[src/rtl/cmos_merge_ctrl.sv]
// Side-by-side merge sequencer: a live cmos0 line followed by the buffered cmos1 line
// forms one 2*LINE_W output line. Drives the cmos1 line FIFO, the output mux and merged timing.
module cmos_merge_ctrl #(
  parameter int LINE_W       = 640,
  parameter int CNT_W        = 12,
  parameter int FIFO_RST_CYC = 4
) (
  input  logic             cmos1_pclk,
  input  logic             sys_rst_n,
  input  logic             cmos0_vsync,
  input  logic             cmos0_href,
  input  logic             cmos1_href,
  input  logic             fifo_full,
  input  logic             fifo_empty,
  output logic             fifo_wr_en,
  output logic             fifo_rd_en,
  output logic             fifo_rst,
  output logic             data_sel,
  output logic             pixel_vsync,
  output logic             pixel_href,
  output logic             pixel_de,
  output logic [CNT_W-1:0] line_cnt,
  output logic             ovf_err,
  output logic             line_err
);

  typedef enum logic [2:0] {IDLE, FRST, WAIT, LEFT, RIGHT} state_t;

  localparam logic [CNT_W-1:0] LINE_LEN = CNT_W'(LINE_W);
  localparam logic [CNT_W-1:0] RST_LAST = CNT_W'(FIFO_RST_CYC - 1);
  localparam logic [CNT_W-1:0] ONE      = CNT_W'(1);
  localparam logic [CNT_W-1:0] ZERO     = '0;

  function automatic logic [CNT_W-1:0] sat_inc(input logic [CNT_W-1:0] v);
    return (v == '1) ? v : v + ONE;
  endfunction

  state_t           state, state_nxt;
  logic             href0_p1;
  logic [CNT_W-1:0] left_cnt, left_nxt;
  logic [CNT_W-1:0] right_cnt, right_nxt;
  logic [CNT_W-1:0] rst_cnt, rst_cnt_nxt;
  logic [CNT_W-1:0] line_cnt_nxt;
  logic             fifo_wr_en_nxt, fifo_rst_nxt, data_sel_nxt;
  logic             pixel_href_nxt, pixel_de_nxt;
  logic             ovf_nxt, line_err_nxt;
  logic             vs_rise, href0_rise, right_busy;

  // pixel_vsync doubles as the previous-cycle vsync used for edge detection
  assign vs_rise    = cmos0_vsync & ~pixel_vsync;
  assign href0_rise = cmos0_href & ~href0_p1;
  assign right_busy = (right_cnt < LINE_LEN);
  // a colliding cmos0 line or a new frame cancels the read in the same cycle
  assign fifo_rd_en = (state == RIGHT) & ~fifo_empty & right_busy & ~href0_rise & ~vs_rise;

  always_comb begin
    state_nxt    = state;
    left_nxt     = left_cnt;
    right_nxt    = right_cnt;
    rst_cnt_nxt  = rst_cnt;
    line_cnt_nxt = line_cnt;
    line_err_nxt = line_err;
    ovf_nxt      = ovf_err | ((state != IDLE) & cmos1_href & fifo_full);
    pixel_de_nxt = 1'b0;
    fifo_rst_nxt = 1'b0;

    case (state)
      FRST: begin
        rst_cnt_nxt = rst_cnt + ONE;
        if (rst_cnt == RST_LAST) state_nxt = WAIT;
        else                     fifo_rst_nxt = 1'b1;
      end
      WAIT: begin
        if (cmos0_href) begin
          state_nxt    = LEFT;
          left_nxt     = ONE;
          pixel_de_nxt = 1'b1;
        end
      end
      LEFT: begin
        if (cmos0_href) begin
          left_nxt     = sat_inc(left_cnt);
          pixel_de_nxt = 1'b1;
        end else begin
          if (left_cnt != LINE_LEN) line_err_nxt = 1'b1;
          state_nxt = RIGHT;
          right_nxt = ZERO;
        end
      end
      RIGHT: begin
        if (fifo_rd_en) right_nxt = right_cnt + ONE;
        pixel_de_nxt = fifo_rd_en;
        if (href0_rise) begin
          // truncated line is flagged, a complete one still counts
          if (right_busy) line_err_nxt = 1'b1;
          else            line_cnt_nxt = sat_inc(line_cnt);
          state_nxt    = LEFT;
          left_nxt     = ONE;
          pixel_de_nxt = 1'b1;
        end else if (!right_busy) begin
          line_cnt_nxt = sat_inc(line_cnt);
          state_nxt    = WAIT;
        end
      end
      default: ;
    endcase

    if (vs_rise) begin
      state_nxt    = FRST;
      rst_cnt_nxt  = ZERO;
      left_nxt     = ZERO;
      right_nxt    = ZERO;
      line_cnt_nxt = ZERO;
      ovf_nxt      = 1'b0;
      line_err_nxt = 1'b0;
      fifo_rst_nxt = 1'b1;
      pixel_de_nxt = 1'b0;
    end

    fifo_wr_en_nxt = (state != IDLE) & cmos1_href & ~fifo_full & ~fifo_rst_nxt;
    pixel_href_nxt = (state_nxt == LEFT) | (state_nxt == RIGHT);
    data_sel_nxt   = (state_nxt == RIGHT);
  end

  // registered control and timing outputs, one cycle behind their inputs
  always_ff @(posedge cmos1_pclk or negedge sys_rst_n) begin
    if (!sys_rst_n) begin
      state       <= IDLE;
      href0_p1    <= 1'b0;
      left_cnt    <= '0;
      right_cnt   <= '0;
      rst_cnt     <= '0;
      line_cnt    <= '0;
      fifo_wr_en  <= 1'b0;
      fifo_rst    <= 1'b0;
      data_sel    <= 1'b0;
      pixel_vsync <= 1'b0;
      pixel_href  <= 1'b0;
      pixel_de    <= 1'b0;
      ovf_err     <= 1'b0;
      line_err    <= 1'b0;
    end else begin
      state       <= state_nxt;
      href0_p1    <= cmos0_href;
      left_cnt    <= left_nxt;
      right_cnt   <= right_nxt;
      rst_cnt     <= rst_cnt_nxt;
      line_cnt    <= line_cnt_nxt;
      fifo_wr_en  <= fifo_wr_en_nxt;
      fifo_rst    <= fifo_rst_nxt;
      data_sel    <= data_sel_nxt;
      pixel_vsync <= cmos0_vsync;
      pixel_href  <= pixel_href_nxt;
      pixel_de    <= pixel_de_nxt;
      ovf_err     <= ovf_nxt;
      line_err    <= line_err_nxt;
    end
  end

endmodule
[config.mk]
export PLATFORM = sky130hd
export DESIGN_NAME = cmos_merge_ctrl
export DESIGN_NICKNAME = d
export VERILOG_FILES = /design/src/rtl/cmos_merge_ctrl.sv
export SDC_FILE = /design/constraint.sdc
export NUM_CORES = 1
export LEC_CHECK = 0
export CORE_AREA = 4 4 106 68
export DETAILED_ROUTE_END_ITERATION = 7
export DIE_AREA = 0 0 110 72
export PLACE_DENSITY = 0.74
export SKIP_CTS_REPAIR_TIMING = 1
export SLEW_MARGIN = 20
export SYNTH_ARGS = -nofsm -noshare
export SYNTH_HDL_FRONTEND = slang
export SYNTH_SLANG_ARGS = --single-unit
[constraint.sdc]
create_clock -name cmos1_pclk -period 2.25 [get_ports cmos1_pclk]
set_clock_uncertainty 0.15 [all_clocks]
set_input_delay 0.3375 -clock cmos1_pclk [delete_from_list [all_inputs] [get_ports cmos1_pclk]]
set_output_delay 0.3375 -clock cmos1_pclk [all_outputs]
set_load 0.03 [all_outputs]
==> out/metrics.yaml <==
run_status:
  run_status: "complete, no violations"
clock_network:
  max-clock-path-buffers: 2
  clk_root_buffer_cell: "sky130_fd_sc_hd__clkbuf_8"
  clock_slew_seen_by_the_registers_of_the_worst_setup_and_hold_paths_ns: 0.07
  tritoncts.num_buffers: 9
  clk_latency_ns: 0.33
  tritoncts_clock_tree: "built"
  cts_num_sinks: 60
  cts-htree-levels: 3
floorplan:
  number_of_core_rows: 23
  floorplan.initialDensity: 0.494
  core_region_area_um2: 6360
  chipHeight_um: 72
  die_area_um2: 7920
  die-width_um: 110
  io_pins: 28
synth:
  synth_area_per_cell_um2: 9.41
  synthesized_area_um2: 3140
  async_flop_share: 1.00
  synth.yosys.seq_area_share: 0.478
  synth_fp_nets: 346
  synth_cell_type_count: 51
  dominantRegCellSynth: "sky130_fd_sc_hd__dfrtp_1"
  post_synth_inst_count: 334
  synth.yosys.warnings: 0
  synth_edf_count: 0
  synth.ff_latch_count: 60
worst_setup_path:
  critical_path.startpoint: "right_cnt[7]"
  worst_ep_required_time_ns: 1.76
  crit_path_launch_type: "flop"
  timing_worst_setup_path_type: "flop to output port"
  path_max_fanout: 5
  timing.critical_path.to_type: "output port"
  cell_repeated_most_along_the_worst_path: "sky130_fd_sc_hd__buf_6"
  worst_path_max_delay_cell: "sky130_fd_sc_hd__dfrtp_2"
  path_cells: "o21ai_2 > buf_6 > and4b_2 > nand2_4 > nor2_4 > buf_6"
  timing.critical_path.to: "fifo_rd_en"
  reg2regPathDepth: 6
  path_depth: 6
  critical_path.max_stage_delay_ns: 0.44
  r2r_end: "line_cnt[1]"
  reg2reg_start: "line_cnt[0]"
  reg2reg_slack_ns: 0.14
  critPathTopFamily: "simple AND/OR/NAND/NOR gates"
  critical_path.n_buffers_inverters: 2
  crit_arrival_ns: 1.70
sta:
  slew_worst_pin_ns: 0.533
  relSlewSlack: 0.643
  final.min_clock_period_ns: 2.19
  maxSlewViolCount: 0
  final_setup_slack_of_the_worst_path_ns: 0.0650
  final.period_utilization: 0.971
  timing.final.setup_violations: 0
  rsz_0062_raised_after_global_routing: "yes"
  fmax_mhz: 458
  timing.hold.ws_ns: 0.235
  final-hold-violation-count: 0
min_path:
  worstHoldPathType: "input pin to asynchronous set/reset pin"
placement:
  place_congestion: 0.878
  post_dp_cell_area_um2: 3690
  place.port_buffers: 27
  dpl.hpwl_um: 5110
  place_worst_setup_slack_ns: -0.0732
global_routing:
  first_pass_grt_wire_length_um: 12200
  grt.total_usage: 0.199
  initial_antenna_violation_count: 0
  grt_max_degree: 31
  globalRouteOverflowTotal: 0
  via_count_of_the_first_global_routing_pass: 2499
detailed_routing:
  detail_route.wirelength_um: 7200
  drt_drc_violations_left: 0
  drt-pass1-iter-count: 5
  routed_via_density: 5.55
  wire_per_inst_um: 14.9
  final_antenna_net_count: 0
  dr_total_vias: 2693
  detailedRoute.firstIterationViolations: 238
finish:
  syn2layout_area_growth_pct: 27.1
  num-nets-final: 405
  final_core_util: 0.628
  antennaDiodeCount: 0
  postLayoutCellArea_um2: 3990
  layout-drive-gt1-share: 0.148
power:
  power.leakage_nw: 1.74
  max-vdd-ir-drop_v: 0.000714
  power_density_nw_per_um2: 806
run:
  maxCapViolations: 0
-- logic make-up after synthesis --
logic type / Yosys count / share of synthesized area
multiplexers: 3 / 0.00996
adder cells (fa/ha/maj): 5 / 0.0199
flip-flops: 60 / 0.478
AO/OA/AOI/OAI: 51 / 0.103
XOR/XNOR: 29 / 0.0808
buffers and inverters: 20 / 0.0251
AND/OR/NAND/NOR: 166 / 0.284
-- layout by cell type, fill, tap and decap left out, types with 5 or more instances in the layout --
master / n
sky130_fd_sc_hd__dfrtp_1: 59
sky130_fd_sc_hd__nor2_1: 47
sky130_fd_sc_hd__buf_4: 29
sky130_fd_sc_hd__nand2_1: 25
sky130_fd_sc_hd__clkdlybuf4s50_1: 25
sky130_fd_sc_hd__xor2_1: 21
sky130_fd_sc_hd__nand3_1: 19
sky130_fd_sc_hd__nand4_1: 16
sky130_fd_sc_hd__o21ai_0: 14
sky130_fd_sc_hd__and3_1: 10
sky130_fd_sc_hd__inv_1: 9
sky130_fd_sc_hd__clkbuf_8: 9
sky130_fd_sc_hd__a21oi_1: 8
sky130_fd_sc_hd__xnor2_1: 8
sky130_fd_sc_hd__a211oi_1: 6
sky130_fd_sc_hd__o31ai_1: 6
sky130_fd_sc_hd__nor4_1: 5
sky130_fd_sc_hd__nor3_1: 5
sky130_fd_sc_hd__ha_1: 5
-- metal layers --
metal | part of all wire | global-route usage
met4 | 0.0049 | 0.0373
met3 | 0.068 | 0.0684
met5 | 0 | 0
met2 | 0.42 | 0.267
met1 | 0.51 | 0.310
-- final cells by class --
type / count / area (um^2)
tap: 87 / 109
timing repair buffer: 59 / 526
clock inverter: 5 / 100
fill: 527 / 2370
inverter: 9 / 33.8
sequential: 60 / 1500
clock buffer: 11 / 131
multi-input combinational: 254 / 1590
-- stage by stage --
stage / total power [mW] / std cells / setup TNS [ns]
final: 3.22 / 485 / 0
after global routing: 3.39 / 485 / -0.0157
after CTS: 3.23 / 481 / -0.0689
after detailed placement: 2.07 / 465 / -0.0732
after global placement: 2.06 / 465 / -0.0596
after floorplan: 1.76 / 334 / 0
-- sequential cells by signal, indices dropped and copies added (netlist names) --
register and count:
line_err 1, ovf_err 1, left_cnt 12, data_sel 1, rst_cnt 12, pixel_vsync 1, pixel_de 1, fifo_rst 1
href0_p1 1, right_cnt 12, state 3, fifo_wr_en 1, line_cnt 12, pixel_href 1
-- where the power goes --
group          internal (mW)  switching, mW  leakage [nW]
logic                  0.365          0.483         0.800
clock network          0.733          0.408         0.117
registers               1.17         0.0612         0.817
-- cells in the mapped netlist, drive strengths merged, types with 2 or more instances --
cell,count,area (um^2)
nand4b,2,17.5
a31oi,4,25.0
and4b,2,20.0
clkbuf,8,31.3
o31ai,6,45.0
nand2b,4,25.0
nor4b,3,26.3
o21ai,16,80.1
xor2,21,184
o21a,2,15.0
inv,9,33.8
a211oi,6,45.0
nor2,48,180
nand2,26,97.6
buf,3,13.8
dfrtp,60,1500
and2,3,18.8
nand4,16,100
a21oi,8,40.0
nand3,19,95.1
nor2b,5,31.3
or4,5,41.3
and3,10,62.6
nor3,6,35.0
nand3b,3,22.5
mux2i,2,20.0
o211ai,2,15.0
nor3b,2,26.3
nor4,5,31.3
ha,5,62.6
o311ai,2,17.5
xnor2,8,70.1
-- how the worst min path moves through the flow --
stage                     startpoint            to  slack (ns)  depth (start not counted)
after floorplan            sys_rst_n      data_sel       -0.11                          0
after global placement     sys_rst_n  right_cnt[6]        0.06                          1
after detailed placement   sys_rst_n  right_cnt[6]        0.06                          1
after CTS                  sys_rst_n  right_cnt[5]       -0.31                          1
after global routing       sys_rst_n  right_cnt[5]        0.25                          2
final                      sys_rst_n  right_cnt[5]        0.23                          2
No activity file was read; power rests on OpenSTA's default activity.
